===== config.mk =====
export PLATFORM = sky130hd
export DESIGN_NAME = operand_stage
export DESIGN_NICKNAME = d
export VERILOG_FILES = /design/src/rtl/risc_pkg.sv /design/src/rtl/regfile_2r1w.sv /design/src/rtl/operand_stage.sv
export SDC_FILE = /design/constraint.sdc
export NUM_CORES = 1
export LEC_CHECK = 0
export ABC_AREA = 1
export CAP_MARGIN = 20
export CORE_MARGIN = 5
export CORE_UTILIZATION = 52
export DETAILED_ROUTE_END_ITERATION = 10
export GPL_TIMING_DRIVEN = 0
export PLACE_DENSITY = 0.77
export SYNTH_ARGS = -nofsm -noshare
export SYNTH_HDL_FRONTEND = slang
export SYNTH_SLANG_ARGS = --single-unit

===== constraint.sdc =====
create_clock -name clk -period 5.6 [get_ports clk]
set_input_delay 1.12 -clock clk [delete_from_list [all_inputs] [get_ports clk]]
set_output_delay 1.12 -clock clk [all_outputs]
set_load 0.02 [all_outputs]

===== src/rtl/risc_pkg.sv =====
// Shared definitions for the operand stage and its neighbours: select widths,
// status-flag bit positions and the execute-register control bundle.
package risc_pkg;

    localparam int unsigned GSEL_W = 4;
    localparam int unsigned HSEL_W = 2;

    // Widest supported destination address (up to 256 registers).
    localparam int unsigned DST_W = 8;

    localparam int unsigned STAT_C = 3;
    localparam int unsigned STAT_N = 2;
    localparam int unsigned STAT_V = 1;
    localparam int unsigned STAT_Z = 0;

    typedef struct packed {
        logic [GSEL_W-1:0] gsel;
        logic [HSEL_W-1:0] hsel;
        logic              mfsel;
        logic [DST_W-1:0]  dst;
        logic              wr;
        logic              ld_stat;
    } ex_ctrl_t;

endpackage


===== src/rtl/regfile_2r1w.sv =====
// General-purpose register file: two asynchronous read ports, one synchronous
// write port, R0 hardwired to zero, asynchronous clear.
module regfile_2r1w #(
    parameter int unsigned BITS = 16,
    parameter int unsigned REGS = 8,
    localparam int unsigned AW  = $clog2(REGS)
) (
    input  logic            clk_i,
    input  logic            rst_i,
    input  logic [AW-1:0]   ra_addr_i,
    output logic [BITS-1:0] ra_data_o,
    input  logic [AW-1:0]   rb_addr_i,
    output logic [BITS-1:0] rb_data_o,
    input  logic            we_i,
    input  logic [AW-1:0]   waddr_i,
    input  logic [BITS-1:0] wdata_i
);

    logic [BITS-1:0] regs_q [REGS];

    always_ff @(posedge clk_i or posedge rst_i) begin
        if (rst_i) begin
            for (int i = 0; i < int'(REGS); i++) begin
                regs_q[i] <= '0;
            end
        end else if (we_i && (waddr_i != '0)) begin
            regs_q[waddr_i] <= wdata_i;
        end
    end

    assign ra_data_o = (ra_addr_i == '0) ? '0 : regs_q[ra_addr_i];
    assign rb_data_o = (rb_addr_i == '0) ? '0 : regs_q[rb_addr_i];

endmodule


===== src/rtl/operand_stage.sv =====
// Operand fetch stage: register file read with write-back forwarding, the
// execute pipeline register feeding the function unit, and the status register.
module operand_stage
    import risc_pkg::*;
#(
    parameter int unsigned BITS = 16,
    parameter int unsigned REGS = 8,
    localparam int unsigned AW  = $clog2(REGS)
) (
    input  logic              clk,
    input  logic              rst,
    input  logic              in_valid,
    output logic              in_ready,
    input  logic [AW-1:0]     in_sa,
    input  logic [AW-1:0]     in_sb,
    input  logic [AW-1:0]     in_dst,
    input  logic              in_wr,
    input  logic              in_ld_stat,
    input  logic              in_mb,
    input  logic [BITS-1:0]   in_const,
    input  logic [GSEL_W-1:0] in_gsel,
    input  logic [HSEL_W-1:0] in_hsel,
    input  logic              in_mfsel,
    output logic [BITS-1:0]   A,
    output logic [BITS-1:0]   B,
    output logic [GSEL_W-1:0] GSel,
    output logic [HSEL_W-1:0] HSel,
    output logic              MFSel,
    output logic              ex_valid,
    input  logic              ex_ready,
    input  logic [BITS-1:0]   fu_out,
    input  logic              fu_c,
    input  logic              fu_n,
    input  logic              fu_v,
    input  logic              fu_z,
    output logic [3:0]        stat
);

    ex_ctrl_t        ex_q, ex_d;
    logic            ex_valid_q, ex_valid_d;
    logic [BITS-1:0] a_q, a_d;
    logic [BITS-1:0] b_q, b_d;
    logic [3:0]      stat_q, stat_d;

    logic            issue;
    logic            ex_fire;
    logic            rf_we;
    logic [BITS-1:0] rd_a, rd_b;
    logic            fwd_hit_a, fwd_hit_b;
    logic [BITS-1:0] fwd_a, fwd_b;

    assign in_ready = !ex_valid_q || ex_ready;
    assign issue    = in_valid && in_ready;
    assign ex_fire  = ex_valid_q && ex_ready;
    assign rf_we    = ex_fire && ex_q.wr;

    regfile_2r1w #(
        .BITS (BITS),
        .REGS (REGS)
    ) u_regfile (
        .clk_i     (clk),
        .rst_i     (rst),
        .ra_addr_i (in_sa),
        .ra_data_o (rd_a),
        .rb_addr_i (in_sb),
        .rb_data_o (rd_b),
        .we_i      (rf_we),
        .waddr_i   (ex_q.dst[AW-1:0]),
        .wdata_i   (fu_out)
    );

    // Bypass the result being written this edge so dependent issues never stall.
    // The zero-address test keeps a discarded R0 write from leaking through.
    assign fwd_hit_a = rf_we && (ex_q.dst == DST_W'(in_sa));
    assign fwd_hit_b = rf_we && (ex_q.dst == DST_W'(in_sb));
    assign fwd_a     = (in_sa == '0) ? '0 : (fwd_hit_a ? fu_out : rd_a);
    assign fwd_b     = (in_sb == '0) ? '0 : (fwd_hit_b ? fu_out : rd_b);

    always_comb begin
        ex_d       = ex_q;
        ex_valid_d = ex_valid_q;
        a_d        = a_q;
        b_d        = b_q;
        stat_d     = stat_q;

        if (issue) begin
            ex_valid_d    = 1'b1;
            a_d           = fwd_a;
            b_d           = in_mb ? in_const : fwd_b;
            ex_d.gsel     = in_gsel;
            ex_d.hsel     = in_hsel;
            ex_d.mfsel    = in_mfsel;
            ex_d.dst      = DST_W'(in_dst);
            ex_d.wr       = in_wr;
            ex_d.ld_stat  = in_ld_stat;
        end else if (ex_fire) begin
            ex_valid_d = 1'b0;
        end

        if (ex_fire && ex_q.ld_stat) begin
            stat_d[STAT_C] = fu_c;
            stat_d[STAT_N] = fu_n;
            stat_d[STAT_V] = fu_v;
            stat_d[STAT_Z] = fu_z;
        end
    end

    always_ff @(posedge clk or posedge rst) begin
        if (rst) begin
            ex_q       <= '0;
            ex_valid_q <= 1'b0;
            a_q        <= '0;
            b_q        <= '0;
            stat_q     <= '0;
        end else begin
            ex_q       <= ex_d;
            ex_valid_q <= ex_valid_d;
            a_q        <= a_d;
            b_q        <= b_d;
            stat_q     <= stat_d;
        end
    end

    assign A        = a_q;
    assign B        = b_q;
    assign GSel     = ex_q.gsel;
    assign HSel     = ex_q.hsel;
    assign MFSel    = ex_q.mfsel;
    assign ex_valid = ex_valid_q;
    assign stat     = stat_q;

endmodule


==> results of run 1 <==
worst register-to-register path, delay by kind of cell, from the launching register on:
| family | cells | cell delay [ps] |
|---|---|---|
| AOI/OAI and AO/OA | 1 | 300 |
| buffers and inverters | 2 | 590 |
| DFF | 1 | 440 |
| and+or+nand+nor | 2 | 540 |
kinds of logic after synthesis:
family                    count (synthesis)  share of synthesized area, %
and+or+nand+nor                         777                          36.3
DFF                                     177                          46.5
buffers and inverters                   155                          7.26
AOI/OAI and AO/OA                       151                          9.15
muxes                                     4                         0.473
xor gates and xnor gates                  2                         0.341
sequential cells by signal, summed over array words and instances, names as in the netlist, 2 cells and up:
| signal | flops |
|---|---|
| A | 16 |
| B | 16 |
| GSel | 4 |
| HSel | 2 |
| ex_q | 5 |
| stat | 4 |
| u_regfile.regs_q | 128 |
cell usage in the layout, fill, tap and decap left out, drive strengths merged, types with 4 or more instances in the layout:
cell type and instances:
a21oi 65, buf 60, clkbuf 73, clkdlybuf4s50 98
clkinv 5, dfrtp 177, inv 50, mux2 4
nand2 448, nand3 257, nand4 20, nor2 50
o21ai 84
routing by layer:
metal / vias up / global-route usage [%] / share of wire [%]
met5: - / 0 / 0
met4: 0 / 15.2 / 5.5
met3: 140 / 8.00 / 11
met2: 619 / 45.9 / 45
met1: 4563 / 41.0 / 39
li1: 4385 / - / -
stage by stage:
stage	instances	utilization, %
3_3_place_gp	1593	59.9
3_5_place_dp	1598	60.5
4_1_cts	1630	63.7
2_1_floorplan	1266	-
5_1_grt	1630	63.7
6_report	1630	63.7
report_power, final:
group / leakage [nW] / internal, mW / switching, mW
clock: 0.288 / 0.665 / 0.548
sequential: 2.28 / 1.65 / 0.297
combinational: 2.77 / 0.526 / 0.723
total: 5.34 / 2.84 / 1.57
layout make-up:
| class | instances | area (µm²) |
|---|---|---|
| Fill cell | 1643 | 6540 |
| Sequential cell | 177 | 4430 |
| Multi-Input combinational cell | 934 | 4410 |
| Timing Repair Buffer | 103 | 1080 |
| Buffer | 110 | 523 |
| Clock buffer | 18 | 429 |
| Tap cell | 229 | 287 |
| Inverter | 45 | 173 |
| Clock inverter | 14 | 151 |
worst paths after layout:
check                      slack, ps              endpoint      from
min                              480                 A[11]     A[11]
max reg2reg                     3620  u_regfile.regs_q[13]  ex_valid
max                             2000              in_ready  ex_ready
max in group asynchronous       3820                  B[5]       rst
min reg2reg                      480                 A[11]     A[11]
min in group asynchronous       1070  u_regfile.regs_q[59]       rst
==> impl_metrics.env, run 1 <==
export IMPL_syn_nets=1325
export IMPL_cp_max_fo=3
export IMPL_rsz0062_at_grt="false"
export IMPL_nNetsFinal=1447
export IMPL_cp_slowest_stage_delay_ps=630
export IMPL_path_cells="clkdlybuf4s50_1 > inv_1 > nand2_1 > clkdlybuf4s50_1"
export IMPL_cp_required_ps=4480
export IMPL_grt_start_max_net_pins=45
export IMPL_synth_top_cell_by_area="dfrtp_1"
export IMPL_setup_violations_final=0
export IMPL_synth_flop_cell="dfrtp_1"
export IMPL_end_kind="output pin"
export IMPL_async_reset_ff_share_pct=100
export IMPL_netlist_cell_type_count=26
export IMPL_drt_wirelength_per_cell_um=20.0
export IMPL_syn_area_mm2=0.00953
export IMPL_post_cts_setup_buffer_count=0
export IMPL_area_delta_synth_final_pct=20.5
export IMPL_via_per_inst=5.96
export IMPL_ioPinCount=104
export IMPL_tns_ps=0
export IMPL_synth_edf_count=0
export IMPL_design_area_mm2=0.0115
export IMPL_slowest_stage="clkdlybuf4s50_1"
export IMPL_drtIter0Drc=1537
export IMPL_synth_seq_cells=177
export IMPL_synthTopCellsByCount="442 x nand2_1, 245 x nand3_1, 177 x dfrtp_1"
export IMPL_cts_root_buffer="clkbuf_16"
export IMPL_port_buffers=98
export IMPL_slew_headroom_pct=44.8
export IMPL_rows=49
export IMPL_grt_pass1_vias=9081
export IMPL_pre_cts_slack_ps=2010
export IMPL_grt_usage_pct=30.5
export IMPL_num_antenna_cells=0
export IMPL_p_leak_nw=5.34
export IMPL_firstDrtPassIters=6
export IMPL_cts_buffers=17
export IMPL_insertion_delay_ps=450
export IMPL_grt_pass1_wl_um=51100
export IMPL_routed_wl_um=32500
export IMPL_hold_viol=0
export IMPL_cts_tree="done"
export IMPL_avgSynthCellArea_um2=7.53
export IMPL_status="complete, no violations"
export IMPL_synth_top_area_share_pct=46.5
export IMPL_drive_gt1_share_pct=10.5
export IMPL_yosysSeqAreaShare_pct=46.5
export IMPL_fmax_ghz=0.278
export IMPL_postCtsHoldBufs=0
export IMPL_worstSetupPathType="in2out"
export IMPL_holdWs_ps=480
export IMPL_hold_depth=2
export IMPL_cts_resized_gates=0
export IMPL_hpwlAfterDp_um=23500
export IMPL_finalMaxSlewViolations=0
export IMPL_critPathLaunchType="input port"
export IMPL_post_dp_cell_area_mm2=0.0109
export IMPL_critPathMostFrequentCell="clkdlybuf4s50_1"
export IMPL_irDropWorstVdd_mv=0.276
export IMPL_start_util_pct=52.9
export IMPL_fin_crit_sh_pct=64.2
export IMPL_crit_buf_inv=3
export IMPL_clk_pin_slew_ps=60
export IMPL_die_area_mm2=0.0211
export IMPL_drv_cap=0
export IMPL_layout_setup_ws_ps=2000
export IMPL_cts_sinks=177
export IMPL_worstRegToRegCells=5
export IMPL_clk_path_buf_depth=2
export IMPL_synth_most_common_cell="nand2_1"
export IMPL_grt_overflow_total=0
export IMPL_path_depth=4
export IMPL_antenna_found_initial=0
export IMPL_coreArea_mm2=0.0180
export IMPL_globalplace_congestion=0.969
export IMPL_cts_max_level=4
export IMPL_powerDensity_mw_per_mm2=384
export IMPL_clock_skew_ps=9.84
export IMPL_cp_arrival_ps=2480
export IMPL_die_w_um=145
export IMPL_drc=0
export IMPL_fin_crit_ps=3600
export IMPL_critical_path_top_delay_family="buffers and inverters"
export IMPL_power_mw=4.41
export IMPL_dieHeight_um=145
export IMPL_via_count=9707
export IMPL_hp_class="reg2reg"
export IMPL_netlist_instances=1266
export IMPL_tightest_slew_ps=827
export IMPL_yosys_warnings=0
export IMPL_drtAntennaViolNets=0
export IMPL_synth_top_cells_by_area="dfrtp_1 46%, nand2_1 17%, nand3_1 13%"
(Power assumes the default switching activity.)
==> inputs of run 2 (changes only) <==
clock period = 3.15 ns   (was 5.6 ns; I/O delays follow)
==> results of run 2 <==
Same layout as run 1 (identical final DEF). Status: complete, no violations.
Among the figures that moved: setup slack after placement 2010 ps -> 452 ps; setup slack after layout 2000 ps -> 535 ps; register-to-register setup slack 3620 ps -> 1170 ps; total power 4.41 mW -> 7.84 mW; worst IR drop on VDD 0.276 mV -> 0.490 mV
==> inputs of run 3 (changes only) <==
clock period = 2.3 ns   (was 3.15 ns; I/O delays follow)
==> impl_metrics.env, run 3 (same netlist as run 1, synthesis figures left out) <==
export IMPL_status="complete, no violations"
export IMPL_routed_wl_um=32400
export IMPL_drtAntennaViolNets=0
export IMPL_regMostFlops="u_regfile.regs_q"
export IMPL_ioPinCount=104
export IMPL_insertion_delay_ps=450
export IMPL_firstDrtPassIters=6
export IMPL_seqCellArea_mm2=0.00443
export IMPL_irDropWorstVdd_mv=0.676
export IMPL_cp_required_ps=2680
export IMPL_area_delta_synth_final_pct=20.5
export IMPL_cp_arrival_ps=2540
export IMPL_fin_crit_ps=2160
export IMPL_rsz0062_at_grt="false"
export IMPL_num_antenna_cells=0
export IMPL_die_w_um=145
export IMPL_multiInputGateArea_mm2=0.00441
export IMPL_hold_viol=0
export IMPL_clk_pin_slew_ps=70
export IMPL_hp_class="in2async"
export IMPL_grt_overflow_total=0
export IMPL_clk_path_buf_depth=2
export IMPL_tightest_slew_ps=803
export IMPL_dieHeight_um=145
export IMPL_grt_pass1_vias=9081
export IMPL_largest_reg_flops=128
export IMPL_fin_crit_sh_pct=94.0
export IMPL_grt_start_max_net_pins=45
export IMPL_fmax_ghz=0.462
export IMPL_layout_setup_ws_ps=137
export IMPL_hpwlAfterDp_um=23500
export IMPL_worstSetupPathType="in2reg"
export IMPL_fill_cells=1643
export IMPL_powerDensity_mw_per_mm2=934
export IMPL_critical_path_top_delay_family="buffers and inverters"
export IMPL_end_kind="flip-flop"
export IMPL_die_area_mm2=0.0211
export IMPL_path_cells="clkdlybuf4s50_1 > inv_1 > buf_2 > clkbuf_1 > nand2_1 > nand3_1 > nand3_1 > nand3_2 > nand2_1 > a21oi_2"
export IMPL_drt_wirelength_per_cell_um=19.9
export IMPL_drive_gt1_share_pct=10.6
export IMPL_slowest_stage="clkbuf_1"
export IMPL_cts_max_level=4
export IMPL_cts_buffers=17
export IMPL_cts_root_buffer="clkbuf_16"
export IMPL_rows=49
export IMPL_port_buffers=98
export IMPL_drc=0
export IMPL_final_common_cell="nand2_1"
export IMPL_cts_sinks=177
export IMPL_cp_slowest_stage_delay_ps=530
export IMPL_cts_tree="done"
export IMPL_coreArea_mm2=0.0180
export IMPL_mostFrequentLayoutCells="442 x nand2_1, 245 x nand3_1, 177 x dfrtp_1"
export IMPL_p_leak_nw=5.34
export IMPL_nNetsFinal=1447
export IMPL_drv_cap=0
export IMPL_start_util_pct=52.9
export IMPL_grt_pass1_wl_um=51100
export IMPL_via_per_inst=5.95
export IMPL_drtIter0Drc=1444
export IMPL_crit_buf_inv=4
export IMPL_slew_headroom_pct=46.5
export IMPL_post_cts_setup_buffer_count=0
export IMPL_grt_usage_pct=30.5
export IMPL_finalMaxSlewViolations=0
export IMPL_post_route_util_pct=63.7
export IMPL_pre_cts_slack_ps=-228
export IMPL_clock_skew_ps=10.7
export IMPL_critPathLaunchType="input port"
export IMPL_globalplace_congestion=0.969
export IMPL_cp_max_fo=10
export IMPL_holdWs_ps=419
export IMPL_antenna_found_initial=0
export IMPL_via_count=9691
export IMPL_setup_violations_final=0
[run 3: changes by cell type in the layout (fill, tap and decap cells not counted), sizes merged]
cell / change
clkdlybuf4s50: -1
dlymetal6s2s: +1
[run 3: area by class of cell]
class	instances	area share, %
plain buffers	110	4.56
inverters	45	1.50
clock buffers	18	3.74
multi-input cells	934	38.4
well taps	229	2.49
clock inverters	14	1.32
flip-flops and latches	177	38.6
repair buffers	103	9.43
[run 3: routing by layer]
metal	global-route usage, %	routed length [µm]	up-vias
li1	-	-	4383
met5	0	0	-
met1	41.0	12500	4538
met3	8.00	3540	137
met4	15.2	1850	0
met2	45.9	14600	633
[run 3: worst paths after layout]
kind	startpoint	end	slack, ps	cells past startpoint
min in group clk	A[11]	A[11]	480	2
max in group asynchronous	rst	B[5]	1170	5
min reg2reg	A[11]	A[11]	480	2
max reg2reg	ex_valid	u_regfile.regs_q[1]	330	6
min	rst	u_regfile.regs_q[59]	420	3
max	in_sb[0]	B[7]	140	10
[run 3: power by group]
| part | leakage (nW) | switching [mW] | total (mW) | internal [mW] |
|---|---|---|---|---|
| clock network | 0.288 | 1.33 | 2.95 | 1.62 |
| registers | 2.28 | 0.724 | 4.74 | 4.02 |
| logic | 2.78 | 1.76 | 3.04 | 1.28 |
| total | 5.34 | 3.81 | 10.7 | 6.92 |
[run 3: through the flow]
step,cell area [µm²],instances,power [mW],TNS (ps)
CTS,11500,1630,10.7,0
detailed placement,10900,1598,7.75,-9240
global placement,10800,1593,7.63,-338180
floorplan,9540,1266,6.65,-75510
global route,11500,1630,11.4,0
finish,11500,1630,10.7,0
[run 3: repair_timing]
item                                    CTS  global route
hold endpoints to repair                  0             0
hold buffers                              0             0
endpoints found under the setup margin    0             2
resized for setup                         0             3
[run 3: worst min-delay path: stages]
cell	delay [ps]
clkdlybuf4s50_1	440
clkinvlp_4	90
buf_12	240
